## src/rtl/add16_serial_pkg.sv

```systemverilog
// Shared definitions for the nibble-serial adder: FSM state encoding and digit width.
package add16_serial_pkg;

  localparam int NIBBLE_W = 4;

  typedef enum logic [1:0] {
    IDLE = 2'd0,
    RUN  = 2'd1,
    DONE = 2'd2
  } state_t;

endpackage

```

## src/rtl/add16_serial_add4bit.sv

```systemverilog
// Combinational 4-bit adder used once per nibble by the serial adder.
module add4bit
  import add16_serial_pkg::*;
(
  output logic [NIBBLE_W-1:0] sum,
  output logic                cout,
  input  logic [NIBBLE_W-1:0] a,
  input  logic [NIBBLE_W-1:0] b,
  input  logic                cin
);

  assign {cout, sum} = {1'b0, a} + {1'b0, b} + {{NIBBLE_W{1'b0}}, cin};

endmodule

```

## src/rtl/add16_serial.sv

```systemverilog
// Nibble-serial adder: one 4-bit digit per cycle, low nibble first, result held until the next start.
module add16_serial
  import add16_serial_pkg::*;
#(
  parameter int NIBBLES = 4
) (
  input  logic                        clk,
  input  logic                        rst,
  input  logic                        start,
  input  logic [NIBBLE_W*NIBBLES-1:0] a,
  input  logic [NIBBLE_W*NIBBLES-1:0] b,
  input  logic                        cin,
  output logic                        busy,
  output logic                        done,
  output logic [NIBBLE_W*NIBBLES-1:0] sum,
  output logic                        cout
);

  localparam int W  = NIBBLE_W * NIBBLES;
  localparam int CW = (NIBBLES > 1) ? $clog2(NIBBLES) : 1;

  state_t          state, state_nxt;
  logic [W-1:0]    a_sh, b_sh, res_sh, res_next;
  logic            carry;
  logic [CW-1:0]   cnt;
  logic [NIBBLE_W-1:0] nib_sum;
  logic            nib_cout;
  logic            last;

  add4bit u_add4bit (nib_sum, nib_cout, a_sh[NIBBLE_W-1:0], b_sh[NIBBLE_W-1:0], carry);

  // New digit enters at the top so the low nibble ends up at bit 0 after NIBBLES shifts.
  assign res_next = W'({nib_sum, res_sh} >> NIBBLE_W);
  assign last     = (cnt == CW'(NIBBLES - 1));

  assign busy = (state != IDLE);
  assign done = (state == DONE);

  // NOTE: sequential state uses non-blocking assignments so every register samples pre-edge values.
  always_ff @(posedge clk or posedge rst) begin
    if (rst) state <= IDLE;
    else     state <= state_nxt;
  end

  // NOTE: next-state defaults to the current state first, so no path leaves it unassigned (no latch).
  always_comb begin
    state_nxt = state;
    case (state)
      IDLE:    if (start) state_nxt = RUN;
      RUN:     if (last)  state_nxt = DONE;
      DONE:    state_nxt = IDLE;
      default: state_nxt = IDLE;
    endcase
  end

  // NOTE: the shift registers are reset along with the control state; they are few flops, and it keeps
  // the datapath free of X after reset.
  always_ff @(posedge clk or posedge rst) begin
    if (rst) begin
      a_sh   <= '0;
      b_sh   <= '0;
      res_sh <= '0;
      carry  <= 1'b0;
      cnt    <= '0;
      sum    <= '0;
      cout   <= 1'b0;
    end else begin
      case (state)
        IDLE: if (start) begin
          a_sh  <= a;
          b_sh  <= b;
          carry <= cin;
          cnt   <= '0;
        end
        RUN: begin
          res_sh <= res_next;
          carry  <= nib_cout;
          a_sh   <= a_sh >> NIBBLE_W;
          b_sh   <= b_sh >> NIBBLE_W;
          cnt    <= cnt + CW'(1);
          // Outputs change only on the final digit, so they hold the old result throughout RUN.
          if (last) begin
            sum  <= res_next;
            cout <= nib_cout;
          end
        end
        default: ;
      endcase
    end
  end

endmodule

```

## config.mk

```make
export PLATFORM = sky130hd
export DESIGN_NAME = add16_serial
export DESIGN_NICKNAME = d
export VERILOG_FILES = /design/src/rtl/add16_serial_pkg.sv /design/src/rtl/add16_serial_add4bit.sv /design/src/rtl/add16_serial.sv
export SDC_FILE = /design/constraint.sdc
export NUM_CORES = 1
export LEC_CHECK = 0
export ABC_AREA = 1
export CAP_MARGIN = 20
export CORE_MARGIN = 5
export CORE_UTILIZATION = 52
export DETAILED_ROUTE_END_ITERATION = 12
export PLACE_DENSITY = 0.8
export SLEW_MARGIN = 0
export SYNTH_ARGS = -nofsm -noshare
export SYNTH_HDL_FRONTEND = slang
export SYNTH_SLANG_ARGS = --single-unit
```

## constraint.sdc

```tcl
create_clock -name clk -period 2.3 [get_ports clk]
set_clock_uncertainty 0.05 [all_clocks]
set_input_delay 0.23 -clock clk [delete_from_list [all_inputs] [get_ports clk]]
set_output_delay 0.23 -clock clk [all_outputs]
set_load 0.01 [all_outputs]
```

* Word level (Yosys, flattened, before mapping) *
Cells that the tools add are included.
W data, S select, Z words.

word-level totals
  register bits = 70
  input bits = 36
  output and inout bits = 19
  logic and storage cells = 33

operators by class
  add/subtract/negate cells = 3
  eq/ne operators = 5
  multiplexer cells = 11
  reduce and logical (&&, ||, !) cells = 6

operators with widths
  operator               number
  $pmux W16 S2           2
  $mux W16               2
  $pmux W2 S2            2
  $mux W2                3
  $reduce_and A2 Y1      3
  $add A4 B4 Y5          1
  $add A5 B1 Y5          1
  $eq A2 B2 Y1 const B   2
  $ne A2 B2 Y1 const B   2
  $reduce_bool A2 Y1     2
  $add A2 B1 Y2 const B  1
  $eq A2 B1 Y1 const B   1
  $logic_not A2 Y1       1
  $pmux W1 S2            1
  $mux W1                1

* Longest topological paths before layout *
Gate-level depths: netlist of the first run.

  depth after elaboration = 3
  gate-level depth with buffers = 7
  gate-level depth less buffers = 7

* Hierarchy *
Synthesis of the first run repeated with hierarchy kept, for this count alone.

unflattened totals
  cells, all modules = 378
  area, all modules = 3,034.2 um^2

by module, submodules not included
  module        times used  cells an instance  area each (um^2)  sequential area each (um^2)
  add16_serial  1           353                2,869.0           1,651.6
  add4bit       1           25                 165.2             0.0

* Least setup slack after synthesis of the first run *
Ideal clock, no wire load.

  path type = register to register
  from = register a_sh[0]
  to = register res_sh[13]
  setup time = 0.083 ns
  arrival time = 1.477 ns
  required time = 2.167 ns
  setup slack = 0.690 ns
  cell stages (with the launch flop) = 5
  buffers on the path = 0
  period minus slack after synthesis = 1.610 ns
  cells stage by stage = dfrtp_1 > fa_1 > inv_1 > fa_1 > o21ai_0

between the ends
  cells in the longest elaborated chain, start to end = 2

ends and longest elaborated chain
  element                 line                        RTL
  start, declared         add16_serial.sv:23          logic [W-1:0] a_sh, b_sh, res_sh, res_next;
  start signal, assigned  add16_serial.sv:78          a_sh <= a_sh >> NIBBLE_W;
  $add A4 B4 Y5           add16_serial_add4bit.sv:12  assign {cout, sum} = {1'b0, a} + {1'b0, b} + {{NIBBLE_W{1'b0}}, cin};
  $add A5 B1 Y5           add16_serial_add4bit.sv:12
  end signal, assigned    add16_serial.sv:76          res_sh <= res_next;
  end, declared           add16_serial.sv:23

No other way between the ends.
A chain may end at the register's enable or synchronous reset.

* Worst setup path in the final report of the first run *
  from = register state[0]
  to = output busy

between the ends
  cells in the longest elaborated chain, start to end = 1

ends and longest elaborated chain
  element                 line                RTL
  start, declared         add16_serial.sv:22  state_t state, state_nxt;
  start signal, assigned  add16_serial.sv:42  else state <= state_nxt;
  $reduce_bool A2 Y1      add16_serial.sv:36  assign busy = (state != IDLE);
  end, declared           add16_serial.sv:13  output logic busy,

No other way between the ends.

==> results of run 1 <==
-- worst min path at each step --
stage,from,end,slack [ns],cells past startpoint
CTS,rst,res_sh[8],0.25,3
global placement,res_sh[7],sum[3],0.40,2
global route,rst,sum[8],0.28,3
floorplan,a[12],a_sh[12],0.32,2
finish,rst,sum[11],0.24,3
detailed placement,cout,cout,0.41,2
-- logic make-up (layout without fill, tap and decap cells) --
| group | count (synthesis) | count (layout) | synth area share, % |
|---|---|---|---|
| compound gates | 76 | 76 | 14.2 |
| xor+xnor | 1 | 1 | 0.297 |
| fa+ha+maj | 6 | 6 | 3.05 |
| buf+inv | 44 | 98 | 6.95 |
| flops | 66 | 66 | 56.0 |
| simple gates | 135 | 135 | 19.5 |
-- registers in the layout, summed over array words and instances (netlist names) --
register and count:
a_sh 16, b_sh 16, sum 16, res_sh 12
cnt 2, state 2, carry 1, cout 1
-- worst max-delay path, delay by kind of cell (launching register included) --
family                 cells  cell delay [ns]
AND/OR/NAND/NOR            1             0.08
flip-flops                 1             0.45
buffers and inverters      3             0.74
-- area by class of cell --
cell class                      count  area, µm²
Clock inverter                      1       5.00
Sequential cell                    66       1650
Tap cell                           72       90.1
Multi-Input combinational cell    218       1090
Fill cell                         479       1830
Timing Repair Buffer               59        591
Clock buffer                       11        141
Inverter                           27        101
-- power by group through the flow --
| stage | sequential, mW | combinational [mW] | clock, mW |
|---|---|---|---|
| 2_1_floorplan | 1.96 | 1.63 | 0 |
| 3_3_place_gp | 1.94 | 2.24 | 0 |
| 3_5_place_dp | 1.96 | 2.32 | 0 |
| 4_1_cts | 1.94 | 2.33 | 0.797 |
| 5_1_grt | 2.00 | 2.63 | 0.856 |
| 6_report | 1.94 | 2.30 | 0.777 |
-- metal layers --
| metal | part of all wire [%] | vias up |
|---|---|---|
| met5 | 0 | - |
| met1 | 44 | 1183 |
| met3 | 5.6 | 8 |
| li1 | - | 1176 |
| met4 | 1.3 | 0 |
| met2 | 50 | 56 |
-- cells in the mapped netlist (3+ instances only) --
| cell | number | area share, % |
|---|---|---|
| nor2_1 | 22 | 2.8 |
| inv_1 | 24 | 3.1 |
| o21ai_0 | 46 | 7.8 |
| dfrtp_1 | 66 | 56 |
| clkbuf_1 | 4 | 0.51 |
| o21ai_1 | 16 | 2.7 |
| buf_2 | 5 | 0.85 |
| nand3_1 | 40 | 6.8 |
| o21ai_2 | 10 | 3.0 |
| nand2_2 | 3 | 0.64 |
| ha_1 | 4 | 1.7 |
| a21oi_1 | 3 | 0.51 |
| inv_2 | 3 | 0.38 |
| buf_4 | 5 | 1.3 |
| nand2_1 | 68 | 8.7 |
-- metrics by stage --
step                      setup WS (ns)  hold WS [ns]  util [%]  power (mW)  cells
after CTS                         0.403         0.249      66.7        5.07    454
after global placement            0.494         0.405      64.1        4.18    442
final                             0.420         0.240      66.7        5.02    454
after detailed placement          0.445         0.414      64.1        4.27    442
after global routing              0.326         0.282      66.7        5.48    454
after floorplan                   0.365         0.325         -        3.59    328
==> results by group, run 1 <==
Synthesis
  – Netlist cell types: 22
  – Yosys warns: 0
  – Mean Syn Cell Area: 8.99 µm²
  – Number of standard cells after synthesis: 328
  – Register area share after synthesis: 56.0%
  – Main flop type after synthesis: dfrtp_1
  – Number of synthesized flops with an enable pin: 0
  – Post-synth ARST share: 100%
  – Syn_nets: 370
  – Post-Synthesis Cell Area: 2950 µm²
  – Seq cells post-synth: 66

Cells and area
  – Fin area: 3670 µm²
  – Area Overhead vs Synth: 24.5%
  – Most frequent cells in the layout: nand2_1, dfrtp_1, clkdlybuf4s50_1
  – Final net count: 423
  – Antenna Cells: 0
  – Commonest non-fill, non-tap cell in the layout: nand2_1
  – Share of layout cells above drive strength 1: 8.90%

Power and ir drop
  – P_sw: 2.03 mW
  – Pint: 2.99 mW
  – Logic pwr share: 45.8%
  – Power per cell area: 1370 nW/µm²
  – Static Leak: 1.71 nW
  – Switching Share: 40.4%
  – Clock network power share: 15.5%
  – Flop pwr share: 38.7%
  – Max rail drop VDD: 0.00100 V

Critical path
  – Crit start category: register
  – Worst EP required: 2.02 ns
  – Crit path arrival time: 1.60 ns
  – Worst Setup EP: busy
  – Worst setup EP type: output port
  – Crit path from: state[0]
  – Crit Path Max Fanout: 9
  – FF-to-FF End: res_sh[13]
  – R2r startpoint: a_sh[0]
  – CP max-delay cell: clkdlybuf4s50_1
  – Worst-path cell chain: nor2_1 > buf_4 > inv_1 > clkdlybuf4s50_1
  – Crit path largest cell delay: 0.53 ns
  – Kind of critical path: register to output port
  – R2r setup slk: 0.60 ns
  – Number of cells on the worst reg-to-reg path: 4

Clocking
  – Post-CTS sizing: 0
  – Worst-Skew Late Latency: 0.33 ns
  – Root Driver: clkbuf_8
  – Post-CTS setup buffer count: 0
  – CTS max path bufs: 2
  – Clock Pin Slew Worst Setup and Hold Paths: 0.06 ns
  – Clock tree sinks: 66
  – CTS buffer count: 9
  – TritonCTS clock tree: built
  – Hold-fix buffers, CTS: 0
  – CTS H-tree depth: 3

Die
  – CORE AREA: 5510 µm²
  – Die area: 7280 µm²
  – Die height: 85.3 µm
  – Horiz. Die Dim: 85.3 µm
  – Starting Density: 53.6%
  – IO Count: 55
  – # rows: 27

Route
  – Drt total wl: 5990 µm
  – Routed WL per cell: 13.2 µm
  – Initial DRC count: 122
  – Vias per std cell: 5.34
  – Drt drc: 0
  – Final ANT Viol Nets: 0
  – Vias: 2423
  – DRT Pass-1 Iters: 4

Timing
  – Endpoints failing setup: 0
  – Actual slew at the worst max-slew pin: 0.493 ns
  – Worst slew margin: 67.0%
  – Tcrit/Tclk final: 81.7%
  – Max Fclk: 532 MHz
  – Pins Over Slew Limit: 0
  – Final setup TNS: 0 ns
  – RSZ-0062 raised after global routing: no
  – Final Hold Vio Count: 0
  – Period minus WS final: 1.88 ns

GRT
  – First-pass GRT wire length: 10200 µm
  – GRT Overall Usage: 17.5%
  – Largest net degree at the start of global routing: 67
  – Met2 Use GR: 29.5%
  – Antenna violations before repair: 0
  – Grt met3 use: 5.92%
  – Grt met1 use: 20.9%
  – Top Usage Layer GRT: met2
  – Vias in the first global route: 2341
  – Global route overflow: 0

Placed design
  – Routability cong.: 0.795
  – Post-DP HPWL: 3970 µm
  – Port Buf Inserts: 54
  – Post-DP Area: 3530 µm²

Run status
  – Status: finished, final reports clean

Job
  – Max-cap violations: 0

Min path
  – Hold Path Class: input port to asynchronous set/reset pin
(Power assumes the default switching activity.)
==> run 2, diff against run 1 <==
--- a/config.mk
+++ b/config.mk
@@ -8,9 +8,9 @@
 export ABC_AREA = 1
 export CAP_MARGIN = 20
 export CORE_MARGIN = 5
-export CORE_UTILIZATION = 52
+export CORE_UTILIZATION = 47
 export DETAILED_ROUTE_END_ITERATION = 12
-export PLACE_DENSITY = 0.8
+export PLACE_DENSITY = 0.76
 export SLEW_MARGIN = 0
 export SYNTH_ARGS = -nofsm -noshare
 export SYNTH_HDL_FRONTEND = slang
==> constraint.sdc (replaced) <==
create_clock -name clk -period 1.6 [get_ports clk]
set_clock_uncertainty 0.05 [all_clocks]
set_input_delay 0.16 -clock clk [delete_from_list [all_inputs] [get_ports clk]]
set_output_delay 0.16 -clock clk [all_outputs]
set_load 0.01 [all_outputs]
==> run 2 against run 1 <==
Compared with the run above: the flow now finishes with violations (setup timing); routed wire length is 5.8% higher; setup slack got worse by 0.43 ns; via count up 0.21%; total power up 59%.
==> results by group, run 2 (same netlist as run 1, synthesis figures left out) <==
Critical path
  – Crit Path Max Fanout: 3 (was 9)
  – Family with the most delay on the worst path: adder cells (was buffers and inverters)
  – Crit start category: register (unchanged)
  – FF-to-FF End: sum[13] (was res_sh[13])
  – R2r setup slk: -0.009 ns (was 0.60 ns)
  – Worst EP required: 1.82 ns (was 2.02 ns)
  – Kind of critical path: register to register (was register to output port)
  – Number of cells on the worst reg-to-reg path: 4 (unchanged)
  – Most used cell, CP: fa_2
  – Worst-path cell chain: fa_2 > inv_2 > fa_2 > o21ai_2 (was nor2_1 > buf_4 > inv_1 > clkdlybuf4s50_1)
  – Crit path largest cell delay: 0.46 ns (was 0.53 ns)
  – R2r startpoint: carry (was a_sh[0])
  – Worst setup EP type: register (was output port)
  – Crit path arrival time: 1.83 ns (was 1.60 ns)
  – CP max-delay cell: fa_2 (was clkdlybuf4s50_1)
  – Sum of buffers and inverters on the critical path: 1 (was 3)

Route
  – DRT Pass-1 Iters: 5 (was 4)
  – Final ANT Viol Nets: 0 (unchanged)
  – Drt drc: 0 (unchanged)
  – Vias: 2428 (was 2423)
  – Drt total wl: 6340 µm (was 5990 µm)
  – Vias per std cell: 5.15 (was 5.34)
  – Routed WL per cell: 13.5 µm (was 13.2 µm)
  – Initial DRC count: 132 (was 122)

Power and ir drop
  – Flop pwr share: 34.9% (was 38.7%)
  – Static Leak: 1.81 nW (was 1.71 nW)
  – Max rail drop VDD: 0.00106 V (was 0.00100 V)
  – Pint: 4.91 mW (was 2.99 mW)
  – Switching Share: 38.6% (was 40.4%)
  – Power per cell area: 2070 nW/µm² (was 1370 nW/µm²)
  – P_sw: 3.09 mW (was 2.03 mW)
  – Logic pwr share: 45.7% (was 45.8%)
  – Clock network power share: 19.3% (was 15.5%)

Die
  – CORE AREA: 6030 µm² (was 5510 µm²)
  – Horiz. Die Dim: 89.2 µm (was 85.3 µm)
  – Die height: 89.2 µm (was 85.3 µm)
  – Starting Density: 49.0% (was 53.6%)
  – IO Count: 55 (unchanged)
  – # rows: 28 (was 27)
  – Die area: 7960 µm² (was 7280 µm²)

Cells and area
  – Most frequent cells in the layout: nand2_1, dfrtp_1, clkdlybuf4s50_1 (unchanged)
  – Final Util: 64.2% (was 66.7%)
  – Antenna Cells: 0 (unchanged)
  – # fillers: 550 (was 479)
  – Registers with the most flip-flops: a_sh x16, b_sh x16, sum x16 (unchanged)
  – Area Overhead vs Synth: 31.2% (was 24.5%)
  – Final net count: 433 (was 423)
  – Non-filler cells, final: 471 (was 454)
  – Commonest non-fill, non-tap cell in the layout: nand2_1 (unchanged)
  – Share of layout cells above drive strength 1: 13.9% (was 8.90%)

Clocking
  – Root Driver: clkbuf_8 (unchanged)
  – CTS buffer count: 9 (unchanged)
  – CTS max path bufs: 2 (unchanged)
  – Clock Pin Slew Worst Setup and Hold Paths: 0.07 ns (was 0.06 ns)
  – Hold-fix buffers, CTS: 0 (unchanged)
  – Worst-Skew Late Latency: 0.34 ns (was 0.33 ns)
  – TritonCTS clock tree: built (unchanged)
  – CTS H-tree depth: 3 (unchanged)
  – Clock tree sinks: 66 (unchanged)

Placed design
  – Post-DP HPWL: 4190 µm (was 3970 µm)
  – Post-placement cell count: 451 (was 442)
  – Port Buf Inserts: 54 (unchanged)
  – Routability cong.: 0.791 (was 0.795)

GRT
  – Antenna violations before repair: 0 (unchanged)
  – Vias in the first global route: 2359 (was 2341)
  – GRT Overall Usage: 17.6% (was 17.5%)
  – First-pass GRT wire length: 10700 µm (was 10200 µm)
  – Largest net degree at the start of global routing: 67 (unchanged)
  – Global route overflow: 0 (unchanged)

Min path
  – Hold Path Class: input port to asynchronous set/reset pin (unchanged)

Timing
  – RSZ-0062 raised after global routing: yes (was no)
  – Tcrit/Tclk final: 101%
  – Final setup TNS: -0.00910 ns (was 0 ns)
  – Setup ws final: -0.00910 ns (was 0.420 ns)
  – Final Hold Vio Count: 0 (unchanged)
  – Endpoints failing setup: 1 (was 0)
  – Actual slew at the worst max-slew pin: 0.485 ns (was 0.493 ns)
  – Hold WS: 0.213 ns (was 0.240 ns)
  – Worst slew margin: 67.6% (was 67.0%)
  – Pins Over Slew Limit: 0 (unchanged)
  – Period minus WS final: 1.61 ns
  – Max Fclk: 621 MHz

Run status
  – Status: finished, violations left (was finished, final reports clean)
  – Failing checks: setup timing

Job
  – Max-cap violations: 0 (unchanged)
-- run 2: power groups by stage --
stage	logic [mW]	clock network, mW	registers, mW
detailed placement	3.51	0	2.82
global route	4.19	1.65	2.87
CTS	3.55	1.57	2.80
global placement	3.43	0	2.79
floorplan	2.35	0	2.82
finish	3.66	1.54	2.80
-- run 2: layout make-up --
cell class | instances | area (µm²) | area share (%)
sequential | 66 | 1650 | 42.7
multi-input combinational | 218 | 1110 | 28.7
timing repair buffer | 69 | 688 | 17.8
clock buffer | 11 | 141 | 3.65
inverter | 27 | 105 | 2.71
tap | 75 | 93.8 | 2.42
clock inverter | 5 | 77.6 | 2.00
-- run 2: stage by stage --
step | power (mW) | area (µm²) | worst slack (ns)
2_1_floorplan | 5.17 | 2960 | 0.0468
3_3_place_gp | 6.21 | 3610 | 0.0206
3_5_place_dp | 6.33 | 3610 | 0.00429
4_1_cts | 7.92 | 3830 | 0.0156
5_1_grt | 8.72 | 3870 | -0.0545
6_report | 8.00 | 3870 | -0.00910
-- run 2: what timing repair did --
item / 4_1_cts / 5_1_grt
setup endpoints to repair: 3 / 6
pin swaps: 0 / 5
setup buffers: 1 / 3
resized for setup: 5 / 5
-- run 2: worst max-delay path by stage --
stage,start,cells past startpoint,endpoint
after floorplan,a_sh[0],4,res_sh[13]
after global placement,a_sh[0],4,res_sh[13]
after detailed placement,a_sh[0],4,res_sh[13]
after CTS,a_sh[0],4,res_sh[13]
after global routing,carry,4,sum[13]
final,carry,4,sum[13]
-- run 2: layer usage --
layer	part of all wire, %	up-vias	wire (µm)	track usage, %
met3	4.3	8	273	3.87
met1	46	1172	2890	22.7
li1	-	1198	-	-
met4	1.7	0	106	8.12
met5	0	-	0	0
met2	48	50	3070	28.3
-- run 2: worst register-to-register path, delay by kind of cell, from the launching register on --
kind,cells,cell delay [ns]
buffers and inverters,1,0.07
adder cells (fa/ha/maj),2,0.88
AO/OA/AOI/OAI,1,0.13
flip-flops,1,0.41
